`config.mk`:
```
export PLATFORM = sky130hd
export DESIGN_NAME = channel_impair
export DESIGN_NICKNAME = d
export VERILOG_FILES = /design/src/rtl/channel_pkg.sv /design/src/rtl/channel_lfsr.sv /design/src/rtl/channel_impair.sv
export SDC_FILE = /design/constraint.sdc
export NUM_CORES = 1
export LEC_CHECK = 0
export BUFFER_PORTS_ARGS = -buffer_cell sky130_fd_sc_hd__clkbuf_2
export CAP_MARGIN = 5
export CORE_UTILIZATION = 40
export CTS_CLUSTER_DIAMETER = 80
export DETAILED_ROUTE_END_ITERATION = 7
export GPL_ROUTABILITY_DRIVEN = 0
export MAX_ROUTING_LAYER = met4
export PLACE_DENSITY = 0.64
export SYNTH_ARGS = -nofsm -noshare
export SYNTH_HDL_FRONTEND = slang
export SYNTH_HIERARCHICAL = 1
export SYNTH_SLANG_ARGS = --single-unit
```
`constraint.sdc`:
```
create_clock -name clk -period 3.5 [get_ports clk]
set_input_delay 1.05 -clock clk [delete_from_list [all_inputs] [get_ports clk]]
set_output_delay 1.05 -clock clk [all_outputs]
set_load 0.005 [all_outputs]
```
`src/rtl/channel_pkg.sv`:
```
// Shared definitions for the channel impairment block and its LFSR.
package channel_pkg;

    typedef enum logic [1:0] {
        MODE_PASS  = 2'b00,
        MODE_BER   = 2'b01,
        MODE_BURST = 2'b10,
        MODE_RSVD  = 2'b11
    } mode_e;

    localparam int unsigned LFSR_W = 16;

    // Right-shifting Fibonacci form: feedback is the XOR of state bits 0,2,3,5,
    // which realises x^16 + x^14 + x^13 + x^11 + 1.
    localparam logic [LFSR_W-1:0] LFSR_TAPS = 16'h002D;

    localparam int unsigned ERR_W = 16;

endpackage

```
`src/rtl/channel_lfsr.sv`:
```
// 16-bit Fibonacci LFSR that advances only when enabled.
module channel_lfsr
    import channel_pkg::*;
#(
    parameter logic [LFSR_W-1:0] SEED = 16'hACE1
) (
    input  logic              clk,
    input  logic              rst,
    input  logic              en,
    output logic [LFSR_W-1:0] state
);

    // Shift right, feedback into the MSB.
    always_ff @(posedge clk) begin
        if (rst) begin
            state <= SEED;
        end else if (en) begin
            state <= {^(state & LFSR_TAPS), state[LFSR_W-1:1]};
        end
    end

endmodule

```
`src/rtl/channel_impair.sv`:
```
// Fixed-latency channel with selectable impairment, corruption counter and
// stretched activity LED.
module channel_impair
    import channel_pkg::*;
#(
    parameter int unsigned       DATA_W    = 8,
    parameter int unsigned       DELAY     = 2,
    parameter logic [LFSR_W-1:0] LFSR_SEED = 16'hACE1,
    parameter int unsigned       LED_HOLD  = 1000000
) (
    input  logic              clk,
    input  logic              rst,
    input  logic              valid_i,
    input  logic [DATA_W-1:0] data_i,
    input  logic [1:0]        mode,
    input  logic              channel_interrupt,
    input  logic [15:0]       err_thresh,
    input  logic [7:0]        burst_len,
    input  logic [7:0]        burst_period,
    output logic              valid_o,
    output logic [DATA_W-1:0] data_o,
    output logic              channel_led,
    output logic [ERR_W-1:0]  err_count
);

    localparam int unsigned IDX_W  = (DATA_W > 1) ? $clog2(DATA_W) : 1;
    localparam int unsigned HOLD_W = (LED_HOLD > 0) ? $clog2(LED_HOLD + 1) : 1;

    logic [LFSR_W-1:0] lfsr;
    logic [7:0]        phase;
    logic [HOLD_W-1:0] hold;
    logic [DATA_W-1:0] impaired;
    logic              ber_hit;
    logic              blank;
    logic              corrupt;
    mode_e             mode_sel;
    logic              valid_q [DELAY];
    logic [DATA_W-1:0] data_q  [DELAY];

    assign mode_sel = mode_e'(mode);

    channel_lfsr #(
        .SEED (LFSR_SEED)
    ) u_lfsr (
        .clk   (clk),
        .rst   (rst),
        .en    (valid_i),
        .state (lfsr)
    );

    // Impairment mask applied to the incoming word before stage 1.
    always_comb begin
        ber_hit  = valid_i && (lfsr <= err_thresh);
        blank    = (burst_period != 8'd0) && (phase < burst_len);
        impaired = data_i;
        case (mode_sel)
            MODE_BER:   if (ber_hit) impaired = data_i ^ (DATA_W'(1) << lfsr[IDX_W-1:0]);
            MODE_BURST: if (blank) impaired = '0;
            default:    impaired = data_i;
        endcase
        if (channel_interrupt) begin
            impaired = '0;
        end
        corrupt = valid_i && (impaired != data_i);
    end

    // Free-running burst phase, wrapping at burst_period-1.
    always_ff @(posedge clk) begin
        if (rst || burst_period == 8'd0 || phase == burst_period - 8'd1) begin
            phase <= '0;
        end else begin
            phase <= phase + 8'd1;
        end
    end

    // Delay line: stage 0 captures the impaired word, later stages just shift.
    always_ff @(posedge clk) begin
        if (rst) begin
            for (int unsigned i = 0; i < DELAY; i++) begin
                valid_q[i] <= 1'b0;
                data_q[i]  <= '0;
            end
        end else begin
            valid_q[0] <= valid_i;
            data_q[0]  <= impaired;
            for (int unsigned i = 1; i < DELAY; i++) begin
                valid_q[i] <= valid_q[i-1];
                data_q[i]  <= data_q[i-1];
            end
        end
    end

    assign valid_o = valid_q[DELAY-1];
    assign data_o  = data_q[DELAY-1];

    // Saturating count of words altered by the channel.
    always_ff @(posedge clk) begin
        if (rst) begin
            err_count <= '0;
        end else if (corrupt && err_count != '1) begin
            err_count <= err_count + ERR_W'(1);
        end
    end

    // LED hold timer, reloaded by corruption or interrupt; LED follows one cycle later.
    always_ff @(posedge clk) begin
        if (rst) begin
            hold        <= '0;
            channel_led <= 1'b0;
        end else begin
            if (corrupt || channel_interrupt) begin
                hold <= HOLD_W'(LED_HOLD);
            end else if (hold != '0) begin
                hold <= hold - HOLD_W'(1);
            end
            channel_led <= channel_interrupt | (hold != '0);
        end
    end

endmodule

```
==> qor.csv <==
stage;metric;value;unit
layout;post-route-cell-area;5870;um^2
layout;layout_commonest_cell;dfxtp_1;
routing;drc;0;
sta;maxSlewHeadroom;49.9;%
logic_synthesis;synthTopCellsByArea;dfxtp_1, ha_1, nor2_1;
die;ios;72;
worst_setup_path;crit_type;input pin to flop;
worst_setup_path;cp-start-kind;input pin;
routing;avgRoutedWirePerCell;14.1;um
cts;clk_path_buf_depth;2;
routing;viasPerCell;5.28;
power;p_seq_share;41.8;%
worst_setup_path;cp_max_fo;14;
power;power;2350;uW
layout;syn2layout_area_growth;27.4;%
cts;cts_num_sinks;79;
logic_synthesis;synthDistinctLibCells;65;
power;p_leak;0.00252;uW
die;die-width;109;um
routing;postRouteAntennaNets;0;
cts;cts_buffers;9;
logic_synthesis;async_flop_share;0;%
sta;hold_violations;0;
logic_synthesis;ys_ff_latch;79;
grt;grt_pass1_wl;17400;um
routing;postRouteWirelength;10900;um
logic_synthesis;yosys_warnings;6;
flow_run;cap_viol_max_count;0;
grt;grt_start_max_net_pins;34;
power;power_frac_comb;19.0;%
cts;cts_root_buf;clkbuf_16;
sta;clock_skew;0.00769;ns
power;p_sw;679;uW
sta;finalSetupViolCount;1;
routing;firstDrtPassIters;4;
layout;drive_gt1_share;30.6;%
sta;report.final.slew_viol_count;0;
layout;final_cell_mix;dfxtp_1, nor2_1, clkbuf_2;
logic_synthesis;synth_edf_count;0;
logic_synthesis;synth.top_cell.area_share;34.3;%
worst_setup_path;worst-endpoint-required;3.73;ns
place;numPortBuffers;71;
logic_synthesis;syn_avg_cell_area;8.63;um^2
die;die_area;12000;um^2
logic_synthesis;synth_area;4610;um^2
die;fp-row-count;38;
die;start_util;41.8;%
logic_synthesis;synth_cells;534;
logic_synthesis;ys_seq_area_share;34.3;%
logic_synthesis;syn_nets;609;
power;swShare;28.9;%
grt;antenna_found_initial;0;
status;status;complete, but fails checks;
cts;cts_hold_buf;0;
layout;fin_util;53.2;%
layout;antenna_cells;0;
sta;period_needed;3.52;ns
cts;cts_tree;built;
die;core_area;11000;um^2
sta;hold_ws;0.435;ns
cts;clk_latency;0.34;ns
cts;clk_pin_slew;0.06;ns
sta;final.setup.worst_slack;-0.0156;ns
power;clockPowerShare;39.2;%
worst_setup_path;worstRegToRegCells;13;
place;post-place-ws;-0.363;ns
layout;nNetsFinal;703;
die;dieHeight;109;um
place;place_hpwl;7760;um
power;irDropWorstVdd;0.222;mV
sta;fin_crit_sh;100;%
grt;grt_pass1_vias;3885;
place;placed_cell_area;5300;um^2
worst_setup_path;worstPathArrival;3.75;ns
worst_hold_path;hold_path_class;flop to flop;
routing;drt_iter0_markers;143;
worst_setup_path;cp-end-kind;flop;
logic_synthesis;synth_top_area_cell;dfxtp_1;
sta;timing.fmax;284;MHz
logic_synthesis;synth_top_flop_cell;dfxtp_1;
cts;ctsHtreeMaxLevel;3;
power;power_density;400;nW/um^2
sta;worst_slew_pin_slew;0.744;ns
power;p_int;1670;uW
routing;vias;4083;
sta;rsz0062_at_grt;true;
grt;grtUsageTotal;19.0;%
status;violations;setup timing;
worst_hold_path;hold_depth;1;
grt;grt_overflow_total;0;
[cell type report]
| type | instances | area, um^2 |
|---|---|---|
| Clock buffer | 10 | 239 |
| Fill cell | 1026 | 5160 |
| Timing Repair Buffer | 112 | 737 |
| Sequential cell | 79 | 1580 |
| Clock inverter | 6 | 52.6 |
| Inverter | 37 | 151 |
| Multi-Input combinational cell | 389 | 2940 |
| Tap cell | 140 | 175 |
[power by group through the flow]
stage               clock (uW)  combinational (uW)  sequential [uW]
floorplan                    0                 284              993
global placement             0                 383              999
detailed placement           0                 396             1000
CTS                        941                 400              981
global route               977                 496              987
finish                     920                 447              981
[registers in the layout, summed over array words and instances (netlist names)]
register and flops:
err_count 16, phase 8, u_lfsr/state 16, hold 20, channel_led 1, valid_q 2, data_q 16
[per-layer routing]
metal / vias to the layer above / routed length, um / global-route usage [%]
met3: 25 / 394 / 3.68
li1: 2072 / - / -
met4: 0 / 240 / 7.33
met2: 73 / 5670 / 33.2
met1: 1913 / 4620 / 21.3
met5: - / 0 / -
[synthesized netlist by cell type (2+ instances only)]
cell / count
nand2b_1: 2
nand2_1: 32
o21ai_1: 2
a21oi_1: 30
buf_4: 9
o21ai_0: 9
buf_2: 3
inv_1: 37
nor3_1: 14
buf_1: 2
a21o_1: 4
nor2_1: 71
o41ai_1: 2
and3_1: 6
or2_2: 3
buf_6: 6
a211oi_1: 3
ha_1: 29
nand3_1: 22
o21a_1: 2
dfxtp_1: 79
nand3b_1: 3
nand4_1: 6
mux2_2: 5
or4_1: 16
o31ai_1: 12
nor4_4: 2
mux2i_1: 20
nor2b_1: 12
xnor2_1: 20
o21ai_2: 2
nor4_2: 2
a31oi_1: 4
nor4_1: 7
a22oi_1: 7
xor2_1: 15
clkbuf_1: 6
[metrics by stage]
step,TNS (ns),cells
CTS,0,765
global placement,-7.05,749
finish,-0.0156,773
global route,-2.51,773
floorplan,-0.0354,534
detailed placement,-8.68,749
[worst max-delay path, stage by stage]
cell	delay, ns
buf_8	0.08
inv_8	0.03
ha_4	0.27
nand4_4	0.14
nor4_4	0.26
o21ai_2	0.10
a32oi_2	0.28
buf_6	0.17
nor2_4	0.03
and4b_1	0.18
a2111o_1	0.34
o21ai_4	0.27
buf_12	0.19
nor4_4	0.04
mux2_4	0.29
[final timing paths]
check                         from             to  slack [ns]
setup / recovery    err_thresh[14]  err_count[10]       -0.02
hold / removal        data_q[0][6]  data_q[0][14]        0.44
setup reg to reg  u_lfsr/state[14]  err_count[10]        0.42
hold reg to reg       data_q[0][6]  data_q[0][14]        0.44
[logic make-up (layout without fill, tap and decap cells)]
| kind of cell | count (synthesis) | after routing | share of synthesized area (%) |
|---|---|---|---|
| adder cells (fa/ha/maj) | 29 | 29 | 7.87 |
| buffers and inverters | 66 | 165 | 7.79 |
| XOR/XNOR | 35 | 35 | 6.65 |
| AO/OA/AOI/OAI | 89 | 89 | 13.1 |
| multiplexers | 26 | 26 | 5.89 |
| AND/OR/NAND/NOR | 210 | 210 | 24.4 |
| flip-flops | 79 | 79 | 34.3 |
[repair_timing]
action / CTS / global route
resized for setup: 1 / 44
setup buffers: 0 / 6
setup endpoints to repair: 1 / 26
gates cloned: 0 / 2
pin swaps: 0 / 19
Note: power is estimated with default switching activity, not from simulation.
